$ cat config.mk
export PLATFORM = sky130hd
export DESIGN_NAME = instr_encoder
export DESIGN_NICKNAME = d
export VERILOG_FILES = /design/src/rtl/mips_isa_pkg.sv /design/src/rtl/instr_pack.sv /design/src/rtl/instr_encoder.sv
export SDC_FILE = /design/constraint.sdc
export NUM_CORES = 1
export LEC_CHECK = 0
export BUFFER_PORTS_ARGS = -buffer_cell sky130_fd_sc_hd__buf_2
export CELL_PAD_IN_SITES_DETAIL_PLACEMENT = 1
export CELL_PAD_IN_SITES_GLOBAL_PLACEMENT = 1
export CORE_MARGIN = 2
export CORE_UTILIZATION = 37
export DETAILED_ROUTE_END_ITERATION = 8
export PLACE_DENSITY = 0.95
export RECOVER_POWER = 25
export SETUP_SLACK_MARGIN = 0.02
export SLEW_MARGIN = 15
export SYNTH_ARGS = -nofsm -noshare
export SYNTH_HDL_FRONTEND = slang
export SYNTH_SLANG_ARGS = --single-unit
$ cat constraint.sdc
create_clock -name clk -period 5.5 [get_ports clk]
set_clock_uncertainty 0.15 [all_clocks]
set_input_delay 0.55 -clock clk [delete_from_list [all_inputs] [get_ports clk]]
set_output_delay 0.55 -clock clk [all_outputs]
set_load 0.005 [all_outputs]
$ cat src/rtl/mips_isa_pkg.sv
// Shared MIPS ISA constants and encoder FSM state type.
// Used by the instruction packer and the program-load encoder.
package mips_isa_pkg;

    localparam logic [5:0] OpRtype  = 6'h00;
    localparam logic [5:0] OpRegimm = 6'h01;
    localparam logic [5:0] OpJ      = 6'h02;
    localparam logic [5:0] OpBeq    = 6'h04;
    localparam logic [5:0] OpBne    = 6'h05;
    localparam logic [5:0] OpBlez   = 6'h06;
    localparam logic [5:0] OpBgtz   = 6'h07;
    localparam logic [5:0] OpAddi   = 6'h08;
    localparam logic [5:0] OpAddiu  = 6'h09;
    localparam logic [5:0] OpSlti   = 6'h0A;
    localparam logic [5:0] OpSltiu  = 6'h0B;
    localparam logic [5:0] OpAndi   = 6'h0C;
    localparam logic [5:0] OpOri    = 6'h0D;
    localparam logic [5:0] OpXori   = 6'h0E;
    localparam logic [5:0] OpLw     = 6'h23;
    localparam logic [5:0] OpSw     = 6'h2B;

    typedef enum logic [1:0] {
        StIdle,
        StRun,
        StDrain,
        StDone
    } enc_state_e;

    // REGIMM shares the I-type layout; BLTZ/BGEZ live in the rt field.
    function automatic logic is_itype(logic [5:0] op);
        case (op)
            OpRegimm, OpBeq, OpBne, OpBlez, OpBgtz, OpAddi, OpAddiu,
            OpSlti, OpSltiu, OpAndi, OpOri, OpXori, OpLw, OpSw: is_itype = 1'b1;
            default: is_itype = 1'b0;
        endcase
    endfunction

endpackage

$ cat src/rtl/instr_pack.sv
// Combinational packing of instruction fields into a 32-bit MIPS word.
// Flags any op code outside the supported R/I/J set as illegal.
module instr_pack
    import mips_isa_pkg::*;
(
    input  logic [5:0]  op,
    input  logic [5:0]  funct,
    input  logic [4:0]  rs,
    input  logic [4:0]  rt,
    input  logic [4:0]  rd,
    input  logic [4:0]  shamt,
    input  logic [15:0] imm,
    input  logic [25:0] target,
    output logic [31:0] word,
    output logic        illegal
);

    always_comb begin
        word    = 32'h0;
        illegal = 1'b0;
        if (op == OpRtype) begin
            word = {op, rs, rt, rd, shamt, funct};
        end else if (op == OpJ) begin
            word = {op, target};
        end else if (is_itype(op)) begin
            word = {op, rs, rt, imm};
        end else begin
            illegal = 1'b1;
        end
    end

endmodule

$ cat src/rtl/instr_encoder.sv
// Program-load encoder: accepts instruction-field bundles, packs them and
// streams the words into IMem through a one-entry output register.
module instr_encoder
    import mips_isa_pkg::*;
(
    input  logic        clk,
    input  logic        rst_n,
    input  logic        start,
    input  logic [31:0] base_addr,
    input  logic        in_valid,
    output logic        in_ready,
    input  logic        in_last,
    input  logic [5:0]  in_op,
    input  logic [5:0]  in_funct,
    input  logic [4:0]  in_rs,
    input  logic [4:0]  in_rt,
    input  logic [4:0]  in_rd,
    input  logic [4:0]  in_shamt,
    input  logic [15:0] in_imm,
    input  logic [25:0] in_target,
    output logic        imem_we,
    input  logic        imem_ready,
    output logic [31:0] imem_addr,
    output logic [31:0] imem_wdata,
    output logic        done,
    output logic        err_illegal,
    output logic [15:0] word_count
);

    enc_state_e  state_q, state_d;
    logic [31:0] addr_q, addr_d;
    logic [31:0] wdata_q, wdata_d;
    logic        we_q, we_d;
    logic [15:0] count_q, count_d;
    logic        err_q, err_d;

    logic [31:0] packed_word;
    logic        illegal;
    logic        accept;
    logic        handshake;

    instr_pack u_pack (
        .op      (in_op),
        .funct   (in_funct),
        .rs      (in_rs),
        .rt      (in_rt),
        .rd      (in_rd),
        .shamt   (in_shamt),
        .imm     (in_imm),
        .target  (in_target),
        .word    (packed_word),
        .illegal (illegal)
    );

    assign handshake = we_q && imem_ready;
    assign in_ready  = (state_q == StRun) && (!we_q || imem_ready);
    assign accept    = in_valid && in_ready;

    always_comb begin
        state_d = state_q;
        addr_d  = addr_q;
        wdata_d = wdata_q;
        we_d    = we_q;
        count_d = count_q;
        err_d   = err_q;

        case (state_q)
            StIdle: begin
                if (start) begin
                    state_d = StRun;
                    addr_d  = base_addr;
                    count_d = 16'h0;
                    err_d   = 1'b0;
                end
            end
            StRun: begin
                if (accept && in_last) state_d = StDrain;
            end
            StDrain: begin
                if (!we_q || imem_ready) state_d = StDone;
            end
            StDone: state_d = StIdle;
            default: state_d = StIdle;
        endcase

        if (handshake) begin
            addr_d  = addr_q + 32'd4;
            count_d = count_q + 16'd1;
            we_d    = 1'b0;
        end

        // A new accept in the handshake cycle refills the register back-to-back.
        if (accept) begin
            if (illegal) begin
                err_d = 1'b1;
            end else begin
                we_d    = 1'b1;
                wdata_d = packed_word;
            end
        end
    end

    always_ff @(posedge clk or negedge rst_n) begin
        if (!rst_n) begin
            state_q <= StIdle;
            addr_q  <= 32'h0;
            wdata_q <= 32'h0;
            we_q    <= 1'b0;
            count_q <= 16'h0;
            err_q   <= 1'b0;
        end else begin
            state_q <= state_d;
            addr_q  <= addr_d;
            wdata_q <= wdata_d;
            we_q    <= we_d;
            count_q <= count_d;
            err_q   <= err_d;
        end
    end

    assign imem_we     = we_q;
    assign imem_addr   = addr_q;
    assign imem_wdata  = wdata_q;
    assign done        = (state_q == StDone);
    assign err_illegal = err_q;
    assign word_count  = count_q;

endmodule
==> summary.md <==
| Metric | Value |
|---|---|
| Final worst-path cycle share | `0.528` |
| Initial core utilization | `0.378` |
| Setup tns final | `0 ns` |
| Die Y-Extent | `approximately 110 um` |
| Clk_lat worst skew | `0.34 ns` |
| N_diodes | `0` |
| Setup bufs post-CTS | `0` |
| Vias | `about 4.7k` |
| Reg2reg setup slack | `2.60 ns` |
| Number of flops mapped to enable cells by yosys | `0` |
| Crit path arrival time | `2.99 ns` |
| IO Port Bufs | `195` |
| Clock transition at the registers of the reported paths | `0.07 ns` |
| Dpl cells | `810` |
| P per Cell Area | `around 460 nW/um^2` |
| Crit-path slowest cell | `clkbuf_1` |
| Top cells by area, synth | `dfrtp_1, nor2_1, a21oi_1` |
| Routability congestion estimate | `0.835` |
| Status | `finished, final reports clean` |
| Post-synthesis cell count | `485` |
| Critical path's largest stage delay | `0.91 ns` |
| Critical path cell sequence | `and2_1 -> clkbuf_1 -> nand2_1 -> nor3_2 -> nand3_1 -> o311ai_1` |
| Setup slack after placement | `2.73 ns` |
| Final Critical Period | `2.90 ns` |
| Initial DRC count | `about 300` |
| Share of layout cells above drive strength 1 | `0.315` |
| Crit path max-delay family | `simple AND/OR/NAND/NOR gates` |
| YS warnings | `0` |
| Top_reg_cell synth | `dfrtp_1` |
| Antenna violations before repair | `1` |
| Die span in x | `roughly 110 um` |
| Worst Path Required | `around 5.6 ns` |
| Post-Syn Area per Cell | `~9.3 sq um` |
| Initial DRT Pass Iterations | `5` |
| Max Clk Rate | `0.345 GHz` |
| Final WS setup | `2.60 ns` |
| Buffers and inverters on the worst path | `1` |
| DR WL/cell | `19.2 um` |
| Post-synth ARST share | `1.00` |
| Post-DP HPWL | `11600 um` |
| Critical Path Fanout Max | `28` |
| First-pass GRT wire length | `25200 um` |
| Slew @ Worst Pin | `1.25 ns` |
| Share of Yosys cell area claimed by the top area cell type | `0.466` |
| Root buf cell | `clkbuf_16` |
| Clock sink total | `84` |
| Hold Buf Count CTS | `1` |
| Hold Fails Final Rpt | `0` |
| DP Area | `5650 sq um` |
| RSZ-0062 raised after global routing | `false` |
| Worst setup SP type | `flop` |
| PostCTS Resize Cnt | `0` |
| Vias in the first global route | `4935` |
| Endpoints failing setup | `0` |
| Drc violations | `0` |
| Detail Route Antenna Nets | `0` |
| Power Total | `around 0.0027 W` |
| Longest Clk Path Bufs | `2` |
| Yosys cell types | `56` |
| Post-layout nets | `793` |
| Rel. slew slack | `0.167` |
| TritonCTS buffer count | `9` |
| Post-Route WL | `about 16000 um` |
| Synth area leader | `dfrtp_1` |
| Max Cap Viol | `0` |
| Non-filler cells, final | `827` |
| Gr usage total | `0.246` |
| Aggregate global routing overflow | `0` |
| Largest net degree at the start of global routing | `76` |
| CTS H-tree lvls | `3` |
| Hold Crit Class | `in2reg` |
| Most frequent cell after synthesis | `dfrtp_1` |
| Commonest cells post-synth | `dfrtp_1, nor2_1, a21oi_1, nand2_1` |
| Worst setup path class | `reg2reg` |
| CTS tree | `built` |
| Synthesized flop and latch total | `84` |
| Via/cell ratio | `5.74` |
| Final Instance Area | `5920 sq um` |
| Synth Net Count | `603` |
| P_leak | `about 2.8 nW` |
| Synth Cell Area | `4520 sq um` |
| Critical Path End Type | `flop` |
| Core ar. | `12000 sq um` |
| Final Max Tran Viols | `0` |
| Die area | `approximately 13000 sq um` |
| Number of cell rows | `40` |
| Area delta synth->final | `31.1%` |
| VDD IR max | `approximately 160 uV` |
| Seq/Total Area, Yosys | `0.466` |
| IO Count | `196` |
==> metrics by stage <==
step / hold slack [ns] / util
floorplan: 0.104 / -
global placement: 0.227 / 0.472
detailed placement: 0.233 / 0.472
CTS: 0.247 / 0.499
global route: 0.256 / 0.495
finish: 0.252 / 0.495
==> final timing paths <==
check,startpoint,end,cells past startpoint
setup / recovery,imem_we,imem_addr[30],6
hold / removal,base_addr[0],imem_addr[0],3
setup reg to reg,imem_we,imem_addr[30],6
hold reg to reg,imem_addr[0],imem_addr[0],2
max in group asynchronous,rst_n,imem_wdata[8],3
min in group asynchronous,rst_n,word_count[14],2
==> layer usage <==
metal	global-route usage	wire, um	vias to the layer above
li1	-	-	2177
met1	0.285	6140	2308
met2	0.434	8010	233
met3	0.0667	1370	27
met4	0.0911	312	2
met5	0	13	-
==> area by class of cell <==
type | count | area, sq um
fill | 1450 | 6040
multi-input combinational | 364 | 2280
sequential | 84 | 2100
timing repair buffer | 204 | 998
clock buffer | 10 | 239
tap | 147 | 184
clock inverter | 6 | 72.6
inverter | 12 | 45.0
==> logic make-up after synthesis <==
logic type	synth area share
XOR/XNOR	0.00194
adder cells (fa/ha/maj)	0.0166
AO/OA/AOI/OAI	0.185
flip-flops	0.466
multiplexers	0.0798
buffers and inverters	0.0321
AND/OR/NAND/NOR	0.219
==> registers in the layout, indices dropped and copies added (netlist names) <==
register,flops
err_illegal,1
imem_addr,32
imem_wdata,32
imem_we,1
state_q,2
word_count,16
==> cell usage in the layout (no fill, tap or decap), types with 2 or more instances in the layout <==
cell       synthesis  routed
buf_2              5     160
nor4_1             2       2
nand2_1           43      43
o32ai_1            2       2
a311oi_1           2       2
nor2_1            61      61
a211oi_1           8       8
o211ai_1           3       3
and3_1             5       5
o21ai_0           25      25
a21oi_1           43      42
dfrtp_1           84      84
nand2b_1           3       3
buf_4              0       7
o22ai_1           11      11
nand4_1           11      11
mux2i_1           18      18
clkbuf_1          17      36
o221a_2            2       2
nor3b_1            2       2
inv_1             12      12
and4_1             9       9
ha_1               6       6
a221oi_1           2       2
nor3_1            14      14
o21a_1             2       2
a22oi_1           19      19
nand3_1           25      25
and2_1             4       4
clkbuf_16          0       9
clkinv_4           0       3
mux2_2            16      16
==> worst reg2reg max path, stage by stage (launching register included) <==
cell      delay, ns
dfrtp_1        0.38
and2_1         0.13
clkbuf_1       0.91
nand2_1        0.36
nor3_2         0.35
nand3_1        0.19
o311ai_1       0.32
==> report_power, final <==
| group | internal (W) | switching, W |
|---|---|---|
| registers | 0.000865 | 0.000263 |
| logic | 0.000409 | 0.000531 |
| clock network | 0.000369 | 0.000272 |
| total | 0.00164 | 0.00107 |
No activity file was read; power rests on OpenSTA's default activity.
